<file path="config.mk">
export PLATFORM = sky130hd
export DESIGN_NAME = anim_sequencer
export DESIGN_NICKNAME = d
export VERILOG_FILES = /design/src/rtl/anim_params.sv /design/src/rtl/seq_divider.sv /design/src/rtl/anim_sequencer.sv
export SDC_FILE = /design/constraint.sdc
export NUM_CORES = 1
export LEC_CHECK = 0
export ABC_CLOCK_PERIOD_IN_PS = 10300
export CORE_MARGIN = 1.5
export CORE_UTILIZATION = 55
export DETAILED_ROUTE_END_ITERATION = 10
export GPL_TIMING_DRIVEN = 0
export PLACE_DENSITY_LB_ADDON = 0.25
export SLEW_MARGIN = 10
export SYNTH_ARGS = -nofsm -noshare
export SYNTH_HDL_FRONTEND = slang
export SYNTH_SLANG_ARGS = --single-unit
</file>
<file path="constraint.sdc">
create_clock -name clock -period 10.3 [get_ports clock]
set_input_delay 1.545 -clock clock [delete_from_list [all_inputs] [get_ports clock]]
set_output_delay 1.545 -clock clock [all_outputs]
set_load 0.01 [all_outputs]
</file>
<file path="src/rtl/anim_params.sv">
// Shared defaults and types for the animation frame sequencer and its divider.
package anim_params;

    localparam int DEF_CNT_WIDTH = 26;
    localparam int DEF_FB_SIZE   = 32;
    localparam int DEF_NUM_FB    = 8;
    localparam int DEF_CPF       = 10000;
    localparam int CPF_MIN       = 1;

    typedef enum logic {
        DIV_IDLE,
        DIV_RUN
    } div_state_t;

endpackage

</file>
<file path="src/rtl/seq_divider.sv">
// Restoring shift-subtract divider producing one quotient bit per clock.
// done pulses WIDTH+1 clocks after start; a new start always restarts the run.
module seq_divider
    import anim_params::*;
#(
    parameter int WIDTH = DEF_CNT_WIDTH
) (
    input  logic             clock,
    input  logic             reset,
    input  logic             start,
    input  logic [WIDTH-1:0] dividend,
    input  logic [WIDTH-1:0] divisor,
    output logic             busy,
    output logic             done,
    output logic [WIDTH-1:0] quotient
);

    localparam int CW = $clog2(WIDTH + 1);

    div_state_t       state, state_next;
    logic [WIDTH-1:0] rem, rem_next;
    logic [WIDTH-1:0] quo, quo_next;
    logic [WIDTH-1:0] dsr, dsr_next;
    logic [CW-1:0]    count, count_next;
    logic             done_next;
    logic [WIDTH:0]   shifted;
    logic [WIDTH:0]   trial;

    always_ff @(posedge clock) begin
        if (reset) begin
            state <= DIV_IDLE;
            rem   <= '0;
            quo   <= '0;
            dsr   <= '0;
            count <= '0;
            done  <= 1'b0;
        end else begin
            state <= state_next;
            rem   <= rem_next;
            quo   <= quo_next;
            dsr   <= dsr_next;
            count <= count_next;
            done  <= done_next;
        end
    end

    // The dividend is shifted out of quo MSB-first while quotient bits shift in.
    always_comb begin
        state_next = state;
        rem_next   = rem;
        quo_next   = quo;
        dsr_next   = dsr;
        count_next = count;
        done_next  = 1'b0;
        shifted    = {rem, quo[WIDTH-1]};
        trial      = shifted - {1'b0, dsr};

        if (start) begin
            state_next = DIV_RUN;
            rem_next   = '0;
            quo_next   = dividend;
            dsr_next   = divisor;
            count_next = CW'(WIDTH);
        end else if (state == DIV_RUN) begin
            rem_next   = trial[WIDTH] ? shifted[WIDTH-1:0] : trial[WIDTH-1:0];
            quo_next   = {quo[WIDTH-2:0], ~trial[WIDTH]};
            count_next = count - CW'(1);
            if (count == CW'(1)) begin
                state_next = DIV_IDLE;
                done_next  = 1'b1;
            end
        end
    end

    assign busy     = (state == DIV_RUN);
    assign quotient = quo;

endmodule

</file>
<file path="src/rtl/anim_sequencer.sv">
// Rotation-locked animation frame sequencer: measures the rotation period,
// splits it into FB_SIZE frame slots and walks through NUM_FB frame buckets.
module anim_sequencer
    import anim_params::*;
#(
    parameter int CNT_WIDTH   = DEF_CNT_WIDTH,
    parameter int FB_SIZE     = DEF_FB_SIZE,
    parameter int NUM_FB      = DEF_NUM_FB,
    parameter int FIDX_W      = 8,
    parameter int FB_W        = 8,
    parameter int DEFAULT_CPF = DEF_CPF
) (
    input  logic                     clock,
    input  logic                     reset,
    input  logic                     clock_cycle,
    input  logic                     clock_next_fb,
    input  logic                     loop_en,
    output logic [FIDX_W-1:0]        frame_num,
    output logic [FB_W-1:0]          fb_num,
    output logic [FIDX_W+FB_W-1:0]   frame_addr,
    output logic                     frame_stb,
    output logic                     period_valid,
    output logic                     overflow
);

    localparam int ADDR_W = FIDX_W + FB_W;

    logic                 cyc_prev;
    logic                 cyc_edge;
    logic                 armed;
    logic                 pcnt_sat;
    logic                 div_start;
    logic                 div_busy;
    logic                 div_done;
    logic                 fb_pend;
    logic [CNT_WIDTH-1:0] pcnt;
    logic [CNT_WIDTH-1:0] period;
    logic [CNT_WIDTH-1:0] period_next;
    logic [CNT_WIDTH-1:0] quotient;
    logic [CNT_WIDTH-1:0] cpf;
    logic [CNT_WIDTH-1:0] fcnt;

    assign cyc_edge    = clock_cycle & ~cyc_prev;
    assign pcnt_sat    = &pcnt;
    assign div_start   = cyc_edge & armed & ~pcnt_sat;
    assign period_next = div_start ? pcnt : period;

    // A saturated count means the rotation was too slow to measure; keep the old period.
    always_ff @(posedge clock) begin
        if (reset) begin
            cyc_prev <= 1'b0;
            pcnt     <= '0;
            armed    <= 1'b0;
            period   <= '0;
            overflow <= 1'b0;
        end else begin
            cyc_prev <= clock_cycle;
            period   <= period_next;
            if (cyc_edge) begin
                pcnt  <= CNT_WIDTH'(1);
                armed <= 1'b1;
                if (armed && pcnt_sat) begin
                    overflow <= 1'b1;
                end
            end else if (!pcnt_sat) begin
                pcnt <= pcnt + CNT_WIDTH'(1);
            end
        end
    end

    seq_divider #(
        .WIDTH (CNT_WIDTH)
    ) u_divider (
        .clock    (clock),
        .reset    (reset),
        .start    (div_start),
        .dividend (period_next),
        .divisor  (CNT_WIDTH'(FB_SIZE)),
        .busy     (div_busy),
        .done     (div_done),
        .quotient (quotient)
    );

    always_ff @(posedge clock) begin
        if (reset) begin
            cpf          <= CNT_WIDTH'(DEFAULT_CPF);
            period_valid <= 1'b0;
        end else if (div_done && !div_busy) begin
            cpf          <= (quotient < CNT_WIDTH'(CPF_MIN)) ? CNT_WIDTH'(CPF_MIN) : quotient;
            period_valid <= 1'b1;
        end
    end

    // The >= keeps stepping sane if cpf shrinks below the running frame count.
    always_ff @(posedge clock) begin
        if (reset) begin
            fcnt      <= '0;
            frame_num <= '0;
            frame_stb <= 1'b0;
        end else if (cyc_edge) begin
            fcnt      <= '0;
            frame_num <= '0;
            frame_stb <= 1'b1;
        end else if (fcnt >= cpf - CNT_WIDTH'(1)) begin
            fcnt      <= '0;
            frame_num <= (frame_num == FIDX_W'(FB_SIZE - 1)) ? '0 : frame_num + FIDX_W'(1);
            frame_stb <= 1'b1;
        end else begin
            fcnt      <= fcnt + CNT_WIDTH'(1);
            frame_stb <= 1'b0;
        end
    end

    always_ff @(posedge clock) begin
        if (reset) begin
            fb_num  <= '0;
            fb_pend <= 1'b0;
        end else if (cyc_edge) begin
            if (fb_pend || clock_next_fb) begin
                if (fb_num == FB_W'(NUM_FB - 1)) begin
                    if (loop_en) begin
                        fb_num <= '0;
                    end
                end else begin
                    fb_num <= fb_num + FB_W'(1);
                end
            end
            fb_pend <= 1'b0;
        end else if (clock_next_fb) begin
            fb_pend <= 1'b1;
        end
    end

    assign frame_addr = ADDR_W'(fb_num) * ADDR_W'(FB_SIZE) + ADDR_W'(frame_num);

endmodule

</file>
==> results of run 1 <==
==> final cells by class <==
| class | count | area (µm²) | area share |
|---|---|---|---|
| Clock inverter | 9 | 155.1 | 0.01635 |
| Timing Repair Buffer | 37 | 370.4 | 0.03904 |
| Clock buffer | 22 | 464.2 | 0.04893 |
| Buffer | 51 | 219.0 | 0.02308 |
| Tap cell | 184 | 230.2 | 0.02427 |
| Sequential cell | 160 | 3203 | 0.3376 |
| Multi-Input combinational cell | 765 | 4770 | 0.5028 |
| Inverter | 20 | 75.07 | 0.007913 |
==> power by group through the flow <==
| stage | Sequential [W] | Clock [W] | Combinational, W |
|---|---|---|---|
| 2_1_floorplan | 0.000651 | 0 | 0.0000752 |
| 3_3_place_gp | 0.000654 | 0 | 0.0000966 |
| 3_5_place_dp | 0.000654 | 0 | 0.0000984 |
| 4_1_cts | 0.000640 | 0.000677 | 0.0000991 |
| 5_1_grt | 0.000642 | 0.000701 | 0.000110 |
| 6_report | 0.000641 | 0.000669 | 0.0000987 |
==> cell families after synthesis <==
kind of cell,after synthesis,synth area share
buffers and inverters,71,0.03558
and+or+nand+nor,450,0.2623
AOI/OAI and AO/OA,134,0.09464
other,1,0.0004538
DFF,160,0.3876
xor gates and xnor gates,107,0.1157
muxes,33,0.04376
adders and majority gates,39,0.05996
==> per-layer routing <==
| layer | wire length [µm] | share of wire |
|---|---|---|
| met3 | 596 | 0.034 |
| met4 | 408 | 0.023 |
| met2 | 8255 | 0.46 |
| met1 | 8519 | 0.48 |
| met5 | 0 | 0 |
==> placed cells by master, fill, tap and decap left out, types with 17 or more instances in the layout <==
master           count
nand4_1             21
xnor2_1             59
dfxtp_1            160
inv_1               19
clkbuf_16           17
nor3_1              20
a211oi_1            23
clkdlybuf4s50_1     37
a21oi_1             75
nand3_1             35
or3_1               17
mux2_2              25
xor2_1              47
ha_1                38
clkbuf_1            42
nand2_1            141
nor4_1              20
nor2_1             134
==> state kept, by name, indices dropped and copies added, names as in the netlist <==
signal / flops
armed: 1
cpf: 26
cyc_prev: 1
fb_num: 8
fb_pend: 1
fcnt: 26
frame_num: 8
frame_stb: 1
overflow: 1
pcnt: 26
period_valid: 1
u_divider.busy: 1
u_divider.count: 5
u_divider.done: 1
u_divider.dsr: 1
u_divider.quotient: 26
u_divider.rem: 26
==> final timing paths <==
path | end | slack (ps) | depth (start not counted)
setup / recovery | fcnt[22] | 5090 | 17
hold / removal | fb_pend | 460 | 2
setup reg to reg | fcnt[22] | 5090 | 17
hold reg to reg | fb_pend | 460 | 2
==> worst reg2reg max path: cells and delay by family (launching register included) <==
kind                       cells  cell delay, ps
AOI/OAI and AO/OA              2             390
buffers and inverters          2             710
adders and majority gates      1             320
DFF                            1             360
xor gates and xnor gates       1             120
and+or+nand+nor               11            3170
==> metrics by stage <==
| stage | cells | power, W | instance area (µm²) |
|---|---|---|---|
| after floorplan | 996 | 0.0007266 | 8267 |
| after global placement | 1217 | 0.0007504 | 8867 |
| after detailed placement | 1217 | 0.0007526 | 8867 |
| after CTS | 1248 | 0.001417 | 9487 |
| after global routing | 1248 | 0.001453 | 9487 |
| final | 1248 | 0.001408 | 9487 |
==> metrics.cfg, run 1 <==
[status]
status=completed

[finish]
antenna_cells=0
area_growth_syn_to_layout_pct=14.81
finalNetCount=1096
utilization=0.6503
nFillCells=1248
drive_above_1_share=0.07143

[cts]
cts-htree-levels=4
cts_tree=built
cts_hold_buf=0
cts.path.max_buffers=2
cts_buffers=17
path_clk_slew_ps=60
cts.sinks=160
clk_latency_ps=430
cts.repair.resized=0
post-cts-setup-buffers=0
cts_root_buf=clkbuf_16

[sta]
period_share=0.5059
min_period_ps=5210
setup_violations=0
clock_skew_ps=8.007
max_freq_mhz=191.9
slew_headroom=0.2741
finalSetupTns_ps=0
whs_ps=463.2
finalHoldViolCount=0
tightest_slew_ps=1079
rsz0062_at_grt=no
fin_ws_ps=5090
maxSlewViolCount=0

[route]
drt-pass1-iter-count=5
drc=0
via_per_inst=5.506
routed_wl_um=17780
detail_route.wl_per_cell_um=14.25
dr_total_vias=6871
antenna_left=0
drtIter0Drc=360

[global_route]
overflow=0
use_met2=0.3817
met1_usage=0.3082
grt_pass1_vias=6563
grt_busiest_layer=met2
grt_pass1_wl_um=30760
grt_use_met3=0.04579
track_usage=0.2353
grt_max_degree=17
antenna_found_initial=0

[synthesis]
synth_commonest_cells=dfxtp_1 (160), nand2_1 (141), nor2_1 (134), a21oi_1 (75), xnor2_1 (59)
syn-instance-count=995
synthArstFlopShare=0
synth_area_per_cell_um2=8.304
yosysSeqAreaShare=0.3876
yosysTopAreaCellShare=0.3876
ys.flop_type=dfxtp_1
yosysMostFrequentCell=dfxtp_1
synth_area_leaders=dfxtp_1 (39%), nand2_1 (6.4%), xnor2_1 (6.3%), nor2_1 (6.1%), ha_1 (5.8%)
synth_area_leader_cell=dfxtp_1
synth_edf_count=0
ys_warn_count=0
ys_ff_latch=160
synth.distinct_cells=57
netlist_area_um2=8263

[setup_path]
crit_start=cpf[2]
path_common_cell=nor4_1
r2r-start=cpf[2]
slowest_delay_ps=550
critical_path_buf_inv_count=2
worst_setup_path_end_kind=flop
cp_max_fo=10
cp_slowest_cell=nor4_1
critPathKind=flop to flop
crit_required_ps=10600
critical_path.top_delay_family=simple AND/OR/NAND/NOR gates
path_cells=nor4_1 -> nand3_1 -> or3_1 -> or2_1 -> nand2b_1 -> nor4_1 -> xnor2_1 -> ha_1 -> nand4_1 -> nor4_1 -> a22oi_1 -> o211ai_1 -> nor2_1 -> clkbuf_1 -> nand2_1 -> clkbuf_1 -> nor2_1
startpoint_type=flop
arrival_ps=5510

[placement]
gp_congestion=0.8260
place.detailed.hpwl_um=12830
place_ws_ps=5037
io_buffers=37

[die]
io_pins=40
fp.dieH_um=125.6
rows=44
core_um2=14590
fp.dieArea_um2=15770
die-width_um=125.6
initial_core_util=0.5664

[power_and_ir_drop]
power_frac_comb=0.070
clock_power_share=0.475
power.share.sequential=0.455
p_leak_nw=3.334
switching_share=0.2294
max-vdd-ir-drop_mv=0.1280
p_int_w=0.001085
p_per_area_nw_per_um2=148.4
p_sw_w=0.0003231

[worst_hold_path]
hold_class=flop to flop
hold_path.startpoint=fb_pend

[run]
drv_cap=0

(Power assumes the default switching activity.)
==> run 2: changes to the inputs <==
- ABC_CLOCK_PERIOD_IN_PS: 10300 -> 4700
- CORE_UTILIZATION: 55 -> 54
- clock period: 10.3 -> 4.7 ns (I/O delays scaled with it)
==> run 2 against run 1 <==
Compared with the run above: final cell count increased by 0.48%; via count decreased by 1.3%; combinational power grew 120%; critical endpoint is now fcnt[14]; critical path type unchanged; clock power rose by 140%; routed wire length rose by 0.39%; maximum frequency up 18%; power is 130% higher; critical path depth unchanged; sequential share of layout area down 0.45 points.
==> metrics.cfg, run 2 (synthesis gave the netlist of run 1 again) <==
[status]
status=completed

[sta]
min_period_ps=4404  ; -806.2 ps
maxSlewViolCount=0  ; unchanged
period_share=0.9371  ; +0.4312
tightest_slew_ps=1128  ; +48.89 ps
setup_violations=0  ; unchanged
max_freq_mhz=227.1  ; +18%
finalHoldViolCount=0  ; unchanged
finalSetupTns_ps=0  ; unchanged
rsz0062_at_grt=no
slew_headroom=0.2412  ; -0.03289
clock_skew_ps=9.838  ; +1.831 ps

[setup_path]
arrival_ps=4710  ; -800 ps
worst_setup_path_end_kind=flop
crit_required_ps=5010  ; -5590 ps
critPathKind=flop to flop
cp_max_fo=10  ; unchanged
startpoint_type=flop

[cts]
cts_buffers=17  ; unchanged
cts_root_buf=clkbuf_16
clk_latency_ps=430  ; about the same
cts_tree=built
path_clk_slew_ps=60  ; about the same
cts_hold_buf=0  ; unchanged
cts-htree-levels=4  ; unchanged
cts.sinks=160  ; unchanged
cts.path.max_buffers=2  ; unchanged

[finish]
drive_above_1_share=0.08349  ; +0.01206
area_growth_syn_to_layout_pct=16.37
final_common_cell=dfxtp_1
finalNetCount=1097  ; +0.091%
nFillCells=1311  ; +5.0%
final_cell_mix=dfxtp_1 (160), nand2_1 (140), nor2_1 (133), a21oi_1 (75), xnor2_1 (59)
antenna_cells=0  ; unchanged

[route]
drtIter0Drc=409  ; +14%
drt-pass1-iter-count=5  ; unchanged
dr_total_vias=6779  ; -1.3%
via_per_inst=5.406  ; -1.8%
drc=0  ; unchanged
antenna_left=0  ; unchanged
routed_wl_um=17850  ; +0.39%
detail_route.wl_per_cell_um=14.23  ; about the same

[global_route]
overflow=0  ; unchanged
grt_max_degree=17  ; unchanged
grt_pass1_vias=6190  ; -5.7%
grt_pass1_wl_um=29590  ; -3.8%
track_usage=0.2279  ; -0.007441
antenna_found_initial=0  ; unchanged

[placement]
place.detailed.hpwl_um=12880  ; +0.38%
io_buffers=37  ; unchanged
gp_congestion=0.8058  ; -2.4%

[power_and_ir_drop]
p_per_area_nw_per_um2=333.8  ; +120%
finalPower_w=0.003209  ; +130%
p_leak_nw=3.387  ; +1.6%
max-vdd-ir-drop_mv=0.2919  ; +130%

[die]
die-width_um=126.7  ; +0.90%
rows=45  ; +2.3%
fp.dieH_um=126.7  ; +0.90%
io_pins=40  ; unchanged
initial_core_util=0.5476  ; -0.01879
fp.dieArea_um2=16050  ; +1.8%
core_um2=15090  ; +3.4%

[run]
drv_cap=0  ; unchanged

[worst_hold_path]
hold_class=flop to flop

-- run 2: changes by cell type in the layout (fill, tap and decap cells not counted), moves of 2 or more --
cell | before | now
bufinv_16 | 4 | 6
clkbuf_1 | 42 | 36
nor4_1 | 20 | 18
nor4_4 | 0 | 2
-- run 2: metal layers --
layer,part of all wire,up-vias,GRT usage
met5,0,-,0
met4,0.014,0,0.07219
met3,0.027,19,0.04555
met2,0.48,81,0.3761
met1,0.48,3128,0.3015
li1,-,3551,-
-- run 2: final cells by class --
type                            count  area, µm²  area share
Sequential cell                   160       3203      0.3331
Inverter                           20      75.07    0.007807
Multi-Input combinational cell    765       4815      0.5007
Clock inverter                     13      231.5     0.02407
Timing Repair Buffer               38      377.9     0.03930
Buffer                             51      225.2     0.02342
Tap cell                          188      235.2     0.02446
Clock buffer                       19      452.9     0.04710
-- run 2: critical path, stage by stage, from the launching register on --
cell and delay [ps]:
dfxtp_1 350, nor4_4 380, nand3_2 180, or3_1 410, or2_1 280, nand2b_1 180
nor4_1 240, xnor2_1 110, ha_1 320, nand4_1 190, nor4_4 370, a22oi_1 130
o211ai_1 240, nor2_1 180, buf_2 240, nand2_4 140, clkbuf_2 240, nor2_1 80
-- run 2: power breakdown --
group          internal (W)  leakage, nW  switching (W)
clock network       0.00103        0.330       0.000562
registers           0.00138         1.29      0.0000251
logic             0.0000854         1.76       0.000132
total               0.00249         3.39       0.000719
-- run 2: repair_timing --
item	CTS	global route
hold endpoints to repair	0	0
gates resized for setup	7	8
buffers inserted	0	1
endpoints found under the setup margin	30	26
pin swaps	0	3
-- run 2: worst paths after layout --
check | start | endpoint | slack (ps) | cells past startpoint
max | cpf[5] | fcnt[14] | 300 | 17
min | fb_pend | fb_pend | 450 | 2
max reg2reg | cpf[5] | fcnt[14] | 300 | 17
min reg2reg | fb_pend | fb_pend | 450 | 2
-- run 2: metrics by stage --
step	std cells	area (µm²)	hold slack [ps]	worst slack, ps	util
4_1_cts	1253	9588	458.1	22.25	0.6354
3_3_place_gp	1221	8872	434.2	-471.6	0.5880
2_1_floorplan	996	8267	424.9	561.2	-
6_report	1254	9615	451.6	295.8	0.6372
5_1_grt	1254	9615	483.3	36.77	0.6372
3_5_place_dp	1221	8872	443.8	-595.0	0.5880
